<file path="src/rtl/mem_ctrl_pkg.sv">
// Shared encodings for the byte-serial memory controller: access sizes,
// controller states, the IO address window default and the load extender.
// Imported by mem_ctrl; holds no logic of its own.
package mem_ctrl_pkg;

    localparam int         ADDR_W_DEF     = 32;
    localparam int         DATA_W         = 32;
    localparam logic [1:0] IO_ADDR_HI_DEF = 2'b11;

    // Access size codes carried on requiring_length
    localparam logic [1:0] REQUIRE8  = 2'b00;
    localparam logic [1:0] REQUIRE16 = 2'b01;
    localparam logic [1:0] REQUIRE32 = 2'b10;

    typedef enum logic [1:0] {
        MEMIDLE  = 2'd0,
        MEMLOAD  = 2'd1,
        MEMSTORE = 2'd2,
        MEMFETCH = 2'd3
    } mem_state_e;

    // Number of byte transfers for a size code; anything wider than a half is a word
    function automatic logic [2:0] req_bytes(input logic [1:0] len);
        case (len)
            REQUIRE8:  req_bytes = 3'd1;
            REQUIRE16: req_bytes = 3'd2;
            default:   req_bytes = 3'd4;
        endcase
    endfunction

    // Sign- or zero-extend the assembled little-endian bytes to a full word
    function automatic logic [DATA_W-1:0] extend_load(input logic [DATA_W-1:0] raw,
                                                      input logic [1:0]        len,
                                                      input logic              sgn);
        case (len)
            REQUIRE8:  extend_load = {{24{sgn & raw[7]}}, raw[7:0]};
            REQUIRE16: extend_load = {{16{sgn & raw[15]}}, raw[15:0]};
            default:   extend_load = raw;
        endcase
    endfunction

endpackage

</file>
<file path="src/rtl/mem_ctrl.sv">
// Byte-serial controller between load/store buffer, instruction fetch and the 8-bit RAM/IO port.
// Latency: load/fetch done n+2 cycles after accept, store done n+1 cycles (n = 1/2/4 bytes).
// Backpressure: rdy low freezes everything and gates mem_wr; IO stores stall while io_buffer_full.
module mem_ctrl
    import mem_ctrl_pkg::*;
#(
    parameter logic [1:0] IO_ADDR_HI = IO_ADDR_HI_DEF,
    parameter int         ADDR_W     = ADDR_W_DEF
) (
    input  logic              clk,
    input  logic              rst,
    input  logic              rdy,
    input  logic              jump_wrong,
    input  logic              lsb_read_signal,
    input  logic              lsb_write_signal,
    input  logic [1:0]        requiring_length,
    input  logic [ADDR_W-1:0] to_mem_addr,
    input  logic [31:0]       to_mem_data,
    input  logic              load_signed,
    output logic              mem_load_success,
    output logic              lsb_store_done,
    output logic [31:0]       from_mem_data,
    input  logic              if_req,
    input  logic [ADDR_W-1:0] if_addr,
    output logic              if_done,
    output logic [31:0]       if_data,
    input  logic [7:0]        mem_din,
    output logic [7:0]        mem_dout,
    output logic [ADDR_W-1:0] mem_a,
    output logic              mem_wr,
    input  logic              io_buffer_full
);

    mem_state_e        state_q, state_d;
    logic [2:0]        cnt_q, cnt_d;
    logic [1:0]        len_q, len_d;
    logic              sgn_q, sgn_d;
    logic [ADDR_W-1:0] addr_q, addr_d;
    logic [31:0]       data_q, data_d;   // store data, or load bytes being assembled
    logic              mem_wr_q, mem_wr_d;
    logic [ADDR_W-1:0] mem_a_q, mem_a_d;
    logic [7:0]        mem_dout_q, mem_dout_d;
    logic              ld_done_q, ld_done_d;
    logic              st_done_q, st_done_d;
    logic              if_done_q, if_done_d;
    logic [31:0]       from_mem_data_q, from_mem_data_d;
    logic [31:0]       if_data_q, if_data_d;

    logic [2:0] nbytes;
    logic       is_io;
    logic       lsb_done_now;
    logic [1:0] ld_lane;
    logic [1:0] st_lane;

    assign nbytes       = req_bytes(len_q);
    assign is_io        = (addr_q[17:16] == IO_ADDR_HI);
    assign lsb_done_now = ld_done_q | st_done_q;
    // Byte returned this cycle belongs to the address presented one cycle earlier
    assign ld_lane      = 2'(cnt_q - 3'd1);
    assign st_lane      = cnt_q[1:0];

    // Next-state, byte sequencing and completion pulses
    always_comb begin
        state_d         = state_q;
        cnt_d           = cnt_q;
        len_d           = len_q;
        sgn_d           = sgn_q;
        addr_d          = addr_q;
        data_d          = data_q;
        mem_wr_d        = mem_wr_q;
        mem_a_d         = mem_a_q;
        mem_dout_d      = mem_dout_q;
        ld_done_d       = ld_done_q;
        st_done_d       = st_done_q;
        if_done_d       = if_done_q;
        from_mem_data_d = from_mem_data_q;
        if_data_d       = if_data_q;

        if (rdy) begin
            mem_wr_d  = 1'b0;
            ld_done_d = 1'b0;
            st_done_d = 1'b0;
            if_done_d = 1'b0;

            unique case (state_q)
                MEMIDLE: begin
                    // A requester whose done pulse is up this cycle is still dropping its level
                    if (!jump_wrong) begin
                        if (lsb_write_signal && !lsb_done_now) begin
                            state_d = MEMSTORE;
                            addr_d  = to_mem_addr;
                            len_d   = requiring_length;
                            data_d  = to_mem_data;
                            cnt_d   = 3'd0;
                            mem_a_d = to_mem_addr;
                        end else if (lsb_read_signal && !lsb_done_now) begin
                            state_d = MEMLOAD;
                            addr_d  = to_mem_addr;
                            len_d   = requiring_length;
                            sgn_d   = load_signed;
                            cnt_d   = 3'd0;
                            mem_a_d = to_mem_addr;
                        end else if (if_req && !if_done_q) begin
                            state_d = MEMFETCH;
                            addr_d  = if_addr;
                            len_d   = REQUIRE32;
                            sgn_d   = 1'b0;
                            cnt_d   = 3'd0;
                            mem_a_d = if_addr;
                        end
                    end
                end

                MEMLOAD, MEMFETCH: begin
                    if (jump_wrong) begin
                        // Speculative read is abandoned along with any bytes gathered
                        state_d = MEMIDLE;
                    end else begin
                        cnt_d = cnt_q + 3'd1;
                        if (cnt_q + 3'd1 < nbytes) begin
                            mem_a_d = addr_q + ADDR_W'(cnt_q + 3'd1);
                        end
                        if (cnt_q != 3'd0 && cnt_q <= nbytes) begin
                            data_d[{ld_lane, 3'b000} +: 8] = mem_din;
                        end
                        if (cnt_q == nbytes + 3'd1) begin
                            state_d = MEMIDLE;
                            if (state_q == MEMLOAD) begin
                                ld_done_d       = 1'b1;
                                from_mem_data_d = extend_load(data_q, len_q, sgn_q);
                            end else begin
                                if_done_d = 1'b1;
                                if_data_d = data_q;
                            end
                        end
                    end
                end

                MEMSTORE: begin
                    // Stores are committed, so a flush does not interrupt them
                    if (cnt_q == nbytes) begin
                        state_d   = MEMIDLE;
                        st_done_d = 1'b1;
                    end else if (!(is_io && io_buffer_full)) begin
                        mem_wr_d   = 1'b1;
                        mem_a_d    = addr_q + ADDR_W'(cnt_q);
                        mem_dout_d = data_q[{st_lane, 3'b000} +: 8];
                        cnt_d      = cnt_q + 3'd1;
                    end
                end

                default: state_d = MEMIDLE;
            endcase
        end
    end

    // State and output registers with synchronous reset
    always_ff @(posedge clk) begin
        if (rst) begin
            state_q         <= MEMIDLE;
            cnt_q           <= 3'd0;
            len_q           <= REQUIRE8;
            sgn_q           <= 1'b0;
            addr_q          <= '0;
            data_q          <= '0;
            mem_wr_q        <= 1'b0;
            mem_a_q         <= '0;
            mem_dout_q      <= '0;
            ld_done_q       <= 1'b0;
            st_done_q       <= 1'b0;
            if_done_q       <= 1'b0;
            from_mem_data_q <= '0;
            if_data_q       <= '0;
        end else begin
            state_q         <= state_d;
            cnt_q           <= cnt_d;
            len_q           <= len_d;
            sgn_q           <= sgn_d;
            addr_q          <= addr_d;
            data_q          <= data_d;
            mem_wr_q        <= mem_wr_d;
            mem_a_q         <= mem_a_d;
            mem_dout_q      <= mem_dout_d;
            ld_done_q       <= ld_done_d;
            st_done_q       <= st_done_d;
            if_done_q       <= if_done_d;
            from_mem_data_q <= from_mem_data_d;
            if_data_q       <= if_data_d;
        end
    end

    // A pending write is held, not dropped, while the global enable is low
    assign mem_wr           = mem_wr_q & rdy;
    assign mem_a            = mem_a_q;
    assign mem_dout         = mem_dout_q;
    assign mem_load_success = ld_done_q;
    assign lsb_store_done   = st_done_q;
    assign if_done          = if_done_q;
    assign from_mem_data    = from_mem_data_q;
    assign if_data          = if_data_q;

endmodule
</file>
<file path="config.mk">
export PLATFORM = sky130hd
export DESIGN_NAME = mem_ctrl
export DESIGN_NICKNAME = d
export VERILOG_FILES = /design/src/rtl/mem_ctrl_pkg.sv /design/src/rtl/mem_ctrl.sv
export SDC_FILE = /design/constraint.sdc
export NUM_CORES = 1
export LEC_CHECK = 0
export ABC_AREA = 1
export ABC_CLOCK_PERIOD_IN_PS = 8000
export BUFFER_PORTS_ARGS = -buffer_cell sky130_fd_sc_hd__buf_4
export CORE_ASPECT_RATIO = 1.4
export CORE_MARGIN = 10
export CORE_UTILIZATION = 40
export CTS_BUF_LIST = sky130_fd_sc_hd__clkbuf_4
export DETAILED_ROUTE_END_ITERATION = 10
export PLACE_DENSITY = 0.65
export REMOVE_ABC_BUFFERS = 1
export SLEW_MARGIN = 20
export SYNTH_ARGS = -nofsm -noshare
export SYNTH_HDL_FRONTEND = slang
export SYNTH_SLANG_ARGS = --single-unit
</file>
<file path="constraint.sdc">
create_clock -name clk -period 8 [get_ports clk]
set_input_delay 0.8 -clock clk [delete_from_list [all_inputs] [get_ports clk]]
set_output_delay 0.8 -clock clk [all_outputs]
set_load 0.005 [all_outputs]
</file>
### Yosys cells after proc, flatten, opt, wreduce, memory -nomap -nowiden

Cells that the tools add are included.

* flip-flop bits (word level): 180
* output and inout port bits: 108
* input port bits: 115
* logic and storage cells: 126

* shifts and indexed selects: 3
* add/sub/neg operators: 7
* eq/ne operators: 17
* reductions and logical operators: 23
* bitwise gates (word level): 9
* mux-type cells: 51
* order comparisons: 2

Operators with widths (number)
* two-way mux 32 bit: 12
* case mux 32 bit (2 select lines): 2
* case mux 32 bit (3 select lines): 1
* adder 32 x 3 -> 32 bit: 1
* adder 32 x 4 -> 32 bit: 1
* bitwise mux 32 bit: 1
* variable shift 8 x 7 -> 32 bit (first input constant): 1
* variable part select 32 x 6 -> 8 bit: 1
* variable part select 8 x 7 -> 32 bit: 1
* two-way mux 3 bit: 7
* two-way mux 2 bit: 10
* AND reduction 5 bit: 4
* != test 2 bit (second input constant): 8
* two-way mux 1 bit: 15
* AND reduction 6 bit: 2
* case mux 3 bit (3 select lines): 1
* AND reduction 4 bit: 2
* negation 5 -> 7 bit: 1
* AND reduction 7 bit: 1
* adder 3 x 1 -> 3 bit (second input constant): 2
* == test 2 bit (second input constant): 3
* == test 3 bit: 2
* case mux 2 bit (3 select lines): 1
* case mux 3 bit (2 select lines): 1
* 16 further kinds: 31

### Depth between registers and ports, before layout

Gate-level depths: netlist (run 1).

* depth after elaboration: 7
* depth in mapped cells: 16
* mapped depth without buffers: 14

### Least setup slack after synthesis (run 1)

No wires, ideal clock.

* path type: flip-flop to flip-flop
* start point: register cnt_q[1]
* end point: register mem_a_q[19] (netlist: mem_a[19])
* setup time: 113 ps
* data arrival time: 2726 ps
* path buffers: 2
* cell stages (with the launch flop): 12
* clock period less this slack: 2839 ps
* setup slack: 5161 ps
* data required time: 7887 ps
* path through: dfxtp_1 > clkbuf_1 > clkinv_1 > ha_1 > ha_1 > nand3b_1 > a21oi_2 > nand3b_4 > buf_2 > a21oi_1 > o21ai_1 > inv_1

* longest elaborated chain between the ends: 5
* elaborated cells on any way between the ends: 14
* classes of those cells: add/sub: 4; order compare: 1; eq/ne: 3; mux: 5; reduce/logical: 1

RTL lines
* start, declared: line mem_ctrl.sv:35 `logic [2:0] cnt_q, cnt_d;`
* start signal, assigned: line mem_ctrl.sv:176 `cnt_q <= cnt_d;`
* adder 3 x 1 -> 4 bit: line mem_ctrl.sv:121 `mem_a_d = addr_q + ADDR_W'(cnt_q + 3'd1);`
* adder 32 x 4 -> 32 bit: line mem_ctrl.sv:121
* two-way mux 32 bit: line mem_ctrl.sv:120 `if (cnt_q + 3'd1 < nbytes) begin`
* two-way mux 32 bit: line mem_ctrl.sv:115 `if (jump_wrong) begin`
* case mux 32 bit (3 select lines): line mem_ctrl.sv:85 `unique case (state_q)`
* end signal, assigned: line mem_ctrl.sv:182 `mem_a_q <= mem_a_d;`
* end, declared: line mem_ctrl.sv:41 `logic [ADDR_W-1:0] mem_a_q, mem_a_d;`

Several ways; a longest one is shown, not always the timed one. The select of a mux whose other input is x is not followed.
A chain may end at the register's enable or synchronous reset.

### Worst setup path after layout (run 1)

* start point: register cnt_q[0]
* end point: register from_mem_data_q[24] (netlist: from_mem_data[24])

* longest elaborated chain between the ends: 2

RTL lines
* == test 3 bit: line mem_ctrl.sv:126 `if (cnt_q == nbytes + 3'd1) begin`
* AND reduction 5 bit (no source line)
* end signal, assigned: line mem_ctrl.sv:187 `from_mem_data_q <= from_mem_data_d;`
* end, declared: line mem_ctrl.sv:46 `logic [31:0] from_mem_data_q, from_mem_data_d;`

Every way passes these cells.

==> out/metrics.csv, run 1 <==
stage,metric,value,unit
run_status,result of the run,"complete, no violations",
clocking,hold bufs inserted after CTS,0,
synthesis,mean area per synthesized cell,6.47,µm²
synthesis,number of cells produced by synthesis,1548,
grt,wire length of the first global-routing pass,56200,µm
place,Post-Place Cell Area,11800,µm²
timing,headroom to the max-slew limit,0.345,
synthesis,netlist area before placement,10000,µm²
timing,highest clock rate,261,MHz
finish,final core utilization,0.487,
grt,largest net degree at the start of global routing,68,
detailed_routing,ratio of routed vias to standard cells,5.29,
power,worst ir drop on vdd,0.0923,mV
clocking,number of levels the H-tree was split into,4,
detailed_routing,number of vias in the routed layout,10800,
finish,finished layout cell area,12000,µm²
synthesis,post-synthesis sequential element count,180,
finish,layout net count,1844,
synthesis,Yosys warning count,0,
timing,Final Setup Violations,0,
grt,global route overflow,0,
clocking,CTS sink count,180,
power,leakage,5.30,nW
timing,RSZ-0062 raised after global routing,no,
clocking,Inserted Clock Buffers,17,
clocking,clock-pin slew of the registers on the worst-case setup and hold paths,0.16,ns
timing,final period utilization,0.478,
finish,layout cell share with drive strength beyond 1,0.180,
detailed_routing,post-detailed-route wirelength per cell,17.7,µm
critical_path,Worst Setup End Kind,flip-flop,
synthesis,number of distinct standard cells referenced by the synthesized netlist,41,
job,max-capacitance violation count,0,
critical_path,start-to-end type of the worst setup path,flip-flop to flip-flop,
floorplan,height of the chip,207,µm
clocking,clock latency of the later-clocked register in the worst-skew pair,0.62,ns
timing,Final Max Tran Viols,0,
critical_path,largest driver fanout on the critical path,49,
clocking,number of buffers on the longest clock path,2,
worst_hold_path,Hold WC Path Type,input port to flip-flop,
floorplan,area of the core,24700,µm²
floorplan,effective utilization at floorplan,0.406,
floorplan,boundary pin count,223,
detailed_routing,drt first-iter violations,662,
critical_path,CP Data Required Time,8.48,ns
timing,transition time at the pin with the least slew margin,0.982,ns
place,pre-CTS setup slack,4.25,ns
detailed_routing,count of TritonRoute iterations in the first routing pass,6,
grt,via count of the first global-routing pass,10600,
timing,"Worst Setup Slack, final",4.17,ns
detailed_routing,remaining antenna violation count,0,
timing,Final Skew,0.0202,ns
clocking,buffer type at the clock tree root,clkbuf_4,
grt,overall track demand over capacity in global routing,0.216,
clocking,number of buffers inserted to repair setup after CTS,0,
floorplan,num rows,68,
grt,number of antenna violations at the first check in global routing,1,
place,total half-perimeter wirelength after legalization and detailed placement,26600,µm
floorplan,Die Footprint,31800,µm²
clocking,CTS tree,built,
timing,final hold vios,0,
power,Pwr per Cell Area,165,nW/µm²
timing,post-route setup TNS,0,ns
timing,final worst path period need,3.83,ns
floorplan,Die Width,154,µm
synthesis,fraction of the yosys area taken by sequential cells,0.360,
place,RD Place Congestion,0.919,
timing,final-layout worst hold slack,0.458,ns
clocking,cts repair resizes,0,
place,IO Port Bufs,222,
critical_path,kind of launch point of the worst setup path,flip-flop,
finish,Syn-to-layout area delta,20.2,%
detailed_routing,final WL,36200,µm
detailed_routing,number of DRC violations after detailed routing,0,
critical_path,data arrival time of the worst path,4.31,ns
## layout make-up
| type | count | area, µm² |
|---|---|---|
| multi-input combinational | 1147 | 5530 |
| clock inverter | 14 | 131 |
| tap | 315 | 394 |
| inverter | 138 | 518 |
| clock buffer | 18 | 135 |
| antenna | 1 | 2.50 |
| sequential | 180 | 3600 |
| fill | 2608 | 12600 |
| timing repair buffer | 228 | 1710 |
## synth_stat cells
library cell / count / area share
inv_2: 9 / 0.0034
nor2_1: 233 / 0.087
fa_1: 2 / 0.0040
o211ai_1: 4 / 0.0030
o21ai_1: 26 / 0.013
nor3_2: 4 / 0.0040
clkbuf_1: 40 / 0.015
nor4_2: 1 / 0.0012
buf_6: 4 / 0.0045
or2_2: 19 / 0.012
nand3_1: 143 / 0.072
nand3b_1: 1 / 0.00075
clkinv_1: 2 / 0.00075
a21oi_1: 157 / 0.078
mux2i_1: 1 / 0.0010
a22oi_1: 18 / 0.014
xor2_1: 3 / 0.0026
and2_1: 2 / 0.0012
nor2_2: 2 / 0.0012
nor3_4: 1 / 0.0016
buf_4: 3 / 0.0022
nand3_2: 1 / 0.0010
nor2_4: 2 / 0.0022
a32oi_1: 1 / 0.00088
a31oi_1: 10 / 0.0063
nand3b_4: 1 / 0.0020
dfxtp_1: 180 / 0.36
nor3_1: 6 / 0.0030
nand2_2: 2 / 0.0012
nand2_1: 312 / 0.12
ha_1: 15 / 0.019
a21oi_2: 1 / 0.00088
buf_1: 9 / 0.0034
nor2_8: 1 / 0.0020
o21ai_0: 141 / 0.071
buf_2: 27 / 0.014
nand4_1: 9 / 0.0056
o21ai_2: 3 / 0.0026
inv_1: 127 / 0.048
a211oi_1: 24 / 0.018
nand2_4: 1 / 0.0011
## cells by family after synthesis
kind of cell	share of synthesized area
and+or+nand+nor	0.316
adders and majority gates	0.0228
DFF	0.360
AOI/OAI and AO/OA	0.207
xor gates and xnor gates	0.00263
muxes	0.00100
buffers and inverters	0.0904
## where the power goes
| part | total [mW] | leakage [nW] | switching (mW) | internal (mW) |
|---|---|---|---|---|
| clock | 0.515 | 0.152 | 0.372 | 0.143 |
| sequential | 1.02 | 1.46 | 0.0626 | 0.953 |
| combinational | 0.456 | 3.68 | 0.278 | 0.179 |
| total | 1.99 | 5.30 | 0.712 | 1.27 |
## sequential cells by signal, indices dropped and copies added, names as in the netlist
register / count
cnt_q: 3
mem_load_success: 1
mem_a: 32
addr_q: 32
sgn_q: 1
if_done: 1
data_q: 32
mem_wr_q: 1
from_mem_data: 32
state_q: 2
lsb_store_done: 1
mem_dout: 8
len_q: 2
if_data: 32
## routing by layer
layer / up-vias / wire length (µm) / GRT usage
met2: 342 / 18800 / 0.393
met5: - / 0 / 0
met3: 73 / 2260 / 0.0522
met4: 0 / 1240 / 0.0879
met1: 4949 / 13900 / 0.232
li1: 5439 / - / -
## cell usage in the layout (no fill, tap or decap), drive strengths merged, types with 2 or more instances in the layout
| cell | synthesis | layout |
|---|---|---|
| nand2 | 315 | 315 |
| nor2 | 238 | 238 |
| buf | 43 | 228 |
| dfxtp | 180 | 180 |
| o21ai | 170 | 170 |
| a21oi | 158 | 158 |
| inv | 136 | 145 |
| nand3 | 144 | 144 |
| a211oi | 24 | 24 |
| or2 | 19 | 19 |
| a22oi | 18 | 18 |
| clkbuf | 40 | 18 |
| ha | 15 | 15 |
| nor3 | 11 | 11 |
| a31oi | 10 | 10 |
| nand4 | 9 | 9 |
| clkinv | 2 | 7 |
| o211ai | 4 | 4 |
| xor2 | 3 | 3 |
| and2 | 2 | 2 |
| fa | 2 | 2 |
| nand3b | 2 | 2 |
## worst paths after layout
check	start	endpoint	slack (ns)	cells after the start
max	cnt_q[0]$_SDFFE_PP0P_	from_mem_data[24]$_SDFFE_PP0P_	4.17	9
min	requiring_length[0]	len_q[0]$_SDFFE_PP0P_	0.46	3
max reg2reg	cnt_q[0]$_SDFFE_PP0P_	from_mem_data[24]$_SDFFE_PP0P_	4.17	9
min reg2reg	len_q[0]$_SDFFE_PP0P_	len_q[0]$_SDFFE_PP0P_	0.47	2
## critical path: stages, from the launching register on
cell      delay [ns]
dfxtp_1         0.88
clkinv_1        0.77
ha_1            0.54
nor2_1          0.11
nand3_1         0.20
nor3_4          0.17
buf_4           0.44
inv_2           0.27
a21oi_1         0.18
a21oi_1         0.08
## metrics by stage
step                instances  total power [mW]
floorplan                1465              1.28
global placement         2008              1.49
detailed placement       2008              1.49
CTS                      2040              2.00
global route             2041              2.10
finish                   2041              1.99
Note: power is estimated with default switching activity, not from simulation.
==> run 2, diff against run 1 <==
--- a/config.mk
+++ b/config.mk
@@ -6,7 +6,7 @@
 export NUM_CORES = 1
 export LEC_CHECK = 0
 export ABC_AREA = 1
-export ABC_CLOCK_PERIOD_IN_PS = 8000
+export ABC_CLOCK_PERIOD_IN_PS = 3600
 export BUFFER_PORTS_ARGS = -buffer_cell sky130_fd_sc_hd__buf_4
 export CORE_ASPECT_RATIO = 1.4
 export CORE_MARGIN = 10
==> constraint.sdc (replaced) <==
create_clock -name clk -period 3.6 [get_ports clk]
set_input_delay 0.36 -clock clk [delete_from_list [all_inputs] [get_ports clk]]
set_output_delay 0.36 -clock clk [all_outputs]
set_load 0.005 [all_outputs]
==> out/metrics.csv, run 2 (synthesis gave the netlist of run 1 again) <==
stage,metric,value,unit,change
finish,most common library cell in the layout ignoring fill and taps,nand2_1,,
critical_path,data arrival time of the worst path,3.31,ns,-1.00 ns
critical_path,register-to-register setup slack,0.83,ns,-3.34 ns
clocking,cts repair resizes,0,,unchanged
critical_path,Worst Setup End Kind,flip-flop,,
grt,via count of the first global-routing pass,10400,,-1.8%
grt,M2 GR Usage,0.386,,-0.00667
detailed_routing,post-detailed-route wirelength per cell,17.5,µm,-1.3%
timing,final hold vios,0,,unchanged
critical_path,worst setup path start,state_q[0]$_SDFFE_PP0P_,,
floorplan,Die Footprint,31800,µm²,unchanged
detailed_routing,ratio of routed vias to standard cells,5.26,,-0.63%
timing,"Worst Setup Slack, final",0.833,ns,-3.34 ns
timing,highest clock rate,361,MHz,+38%
power,"sum of internal, switching and leakage power",4.62,mW,+130%
critical_path,capturing point of the worst reg2reg path,addr_q[1]$_SDFFE_PP0P_,,
timing,final period utilization,0.769,,+0.290
floorplan,num rows,68,,unchanged
floorplan,Die Width,154,µm,unchanged
critical_path,kind of launch point of the worst setup path,flip-flop,,
critical_path,worst flop-to-flop path startpoint,state_q[0]$_SDFFE_PP0P_,,
power,worst ir drop on vdd,0.209,mV,+130%
finish,layout cell share with drive strength beyond 1,0.185,,+0.00430
place,total half-perimeter wirelength after legalization and detailed placement,26700,µm,+0.57%
timing,final worst path period need,2.77,ns,-1.06 ns
detailed_routing,number of DRC violations after detailed routing,0,,unchanged
floorplan,area of the core,24700,µm²,unchanged
finish,Syn-to-layout area delta,22.0,%,
run_status,result of the run,"complete, no violations",,
worst_hold_path,end of the worst hold path,data_q[11]$_SDFFE_PP0P_,,
detailed_routing,drt first-iter violations,737,,+11%
critical_path,largest driver fanout on the critical path,45,,-8.2%
finish,finished layout cell area,12200,µm²,+1.5%
grt,global route overflow,0,,unchanged
grt,largest net degree at the start of global routing,97,,+43%
grt,overall track demand over capacity in global routing,0.216,,-0.000448
floorplan,effective utilization at floorplan,0.406,,unchanged
clocking,buffer type at the clock tree root,clkbuf_4,,
place,RD Place Congestion,0.921,,+0.27%
timing,RSZ-0062 raised after global routing,no,,
power,Pwr per Cell Area,378,nW/µm²,+130%
place,cell total after placement,2020,,+0.60%
place,pre-CTS setup slack,0.869,ns,-3.38 ns
critical_path,start-to-end type of the worst setup path,flip-flop to flip-flop,,
floorplan,height of the chip,207,µm,unchanged
timing,Final Max Tran Viols,0,,unchanged
grt,wire length of the first global-routing pass,56300,µm,+0.15%
worst_hold_path,number of cells on the worst hold path,5,,+2
finish,layout net count,1858,,+0.76%
grt,met3 layer usage reported by global route,0.0481,,-0.00415
power,leakage,5.40,nW,+1.9%
clocking,number of buffers inserted to repair setup after CTS,0,,unchanged
timing,transition time at the pin with the least slew margin,0.910,ns,-0.0715 ns
job,max-capacitance violation count,0,,unchanged
detailed_routing,count of TritonRoute iterations in the first routing pass,8,,+2
finish,"commonest cells after routing, fill and taps aside","nand2_1, buf_4, nor2_1, dfxtp_1, a21oi_1",,
critical_path,CP Data Required Time,4.14,ns,-4.34 ns
detailed_routing,number of vias in the routed layout,10800,,+0.056%
finish,final cell count without fillers,2055,,+0.69%
place,Post-Place Cell Area,11900,µm²,+0.82%
clocking,CTS tree,built,,
grt,global-route met1 utilization,0.242,,+0.00956
place,IO Port Bufs,222,,unchanged
timing,headroom to the max-slew limit,0.392,,+0.0469
critical_path,Register-to-Register Path Depth,8,,-1
worst_hold_path,Hold WC Path Type,input port to flip-flop,,
detailed_routing,final WL,36000,µm,-0.62%
worst_hold_path,Hold Startpoint,to_mem_data[11],,
floorplan,boundary pin count,223,,unchanged
clocking,clock-pin slew of the registers on the worst-case setup and hold paths,0.18,ns,+0.02 ns
clocking,Inserted Clock Buffers,17,,unchanged
grt,number of antenna violations at the first check in global routing,1,,unchanged
clocking,hold bufs inserted after CTS,2,,+2
clocking,CTS sink count,180,,unchanged
detailed_routing,remaining antenna violation count,0,,unchanged
timing,Final Setup Violations,0,,unchanged
grt,layer with the highest usage after global routing,met2,,
timing,Final Skew,0.0295,ns,+0.00931 ns
clocking,clock latency of the later-clocked register in the worst-skew pair,0.64,ns,+0.02 ns
clocking,number of levels the H-tree was split into,4,,unchanged
clocking,number of buffers on the longest clock path,2,,unchanged
run 2: changes by cell type in the layout (fill, tap and decap cells not counted):
cell           previous run  this run
clkbuf_4                 18        17
bufinv_16                 0         3
inv_8                     5         4
clkinv_1                  2         3
buf_4                   228       239
clkinv_2                  1         0
dlygate4sd3_1             0         2
a31oi_1                   9        10
clkinv_8                  0         1
clkinv_4                  4         2
a31oi_2                   1         0
buf_12                    0         1
run 2: critical path, cell delays in order, from the launching register on:
cell,delay (ns)
dfxtp_1,0.61
nor2_4,0.52
nand2_1,0.22
inv_2,0.12
nand2_1,0.06
buf_4,0.21
inv_2,0.65
nor2_1,0.09
a211oi_1,0.20
run 2: worst max path at each step:
stage / end / slack [ns] / depth (start not counted)
finish: addr_q[1]$_SDFFE_PP0P_ / 0.83 / 8
global route: mem_a[10]$_SDFFE_PP0P_ / 0.61 / 12
CTS: addr_q[17]$_SDFFE_PP0P_ / 0.85 / 8
detailed placement: addr_q[17]$_SDFFE_PP0P_ / 0.87 / 8
global placement: addr_q[7]$_SDFFE_PP0P_ / 0.95 / 8
floorplan: from_mem_data[16]$_SDFFE_PP0P_ / -0.26 / 8
run 2: per-layer routing:
metal / routed length [µm] / vias to the layer above
met4: 1120 / 0
met5: 0 / -
li1: - / 5462
met2: 18500 / 340
met1: 14200 / 4935
met3: 2160 / 72
run 2: layout make-up:
type	count	area, µm²
flip-flops and latches	180	3600
multi-input cells	1147	5530
well taps	315	394
fillers	2607	12500
clock inverters	15	208
diodes	1	2.50
clock buffers	17	128
repair buffers	242	1830
inverters	138	518
run 2: report_power, final:
group,leakage (nW),internal [mW],switching (mW)
registers,1.46,2.12,0.129
clock network,0.180,0.515,0.819
logic,3.75,0.411,0.629
run 2: metrics by stage:
step | utilization | TNS (ns) | hold WS, ns
4_1_cts | 0.495 | 0 | 0.0221
5_1_grt | 0.495 | 0 | 0.0647
2_1_floorplan | - | -9.20 | 0.429
3_3_place_gp | 0.480 | 0 | 0.456
3_5_place_dp | 0.480 | 0 | 0.463
6_report | 0.495 | 0 | 0.0470
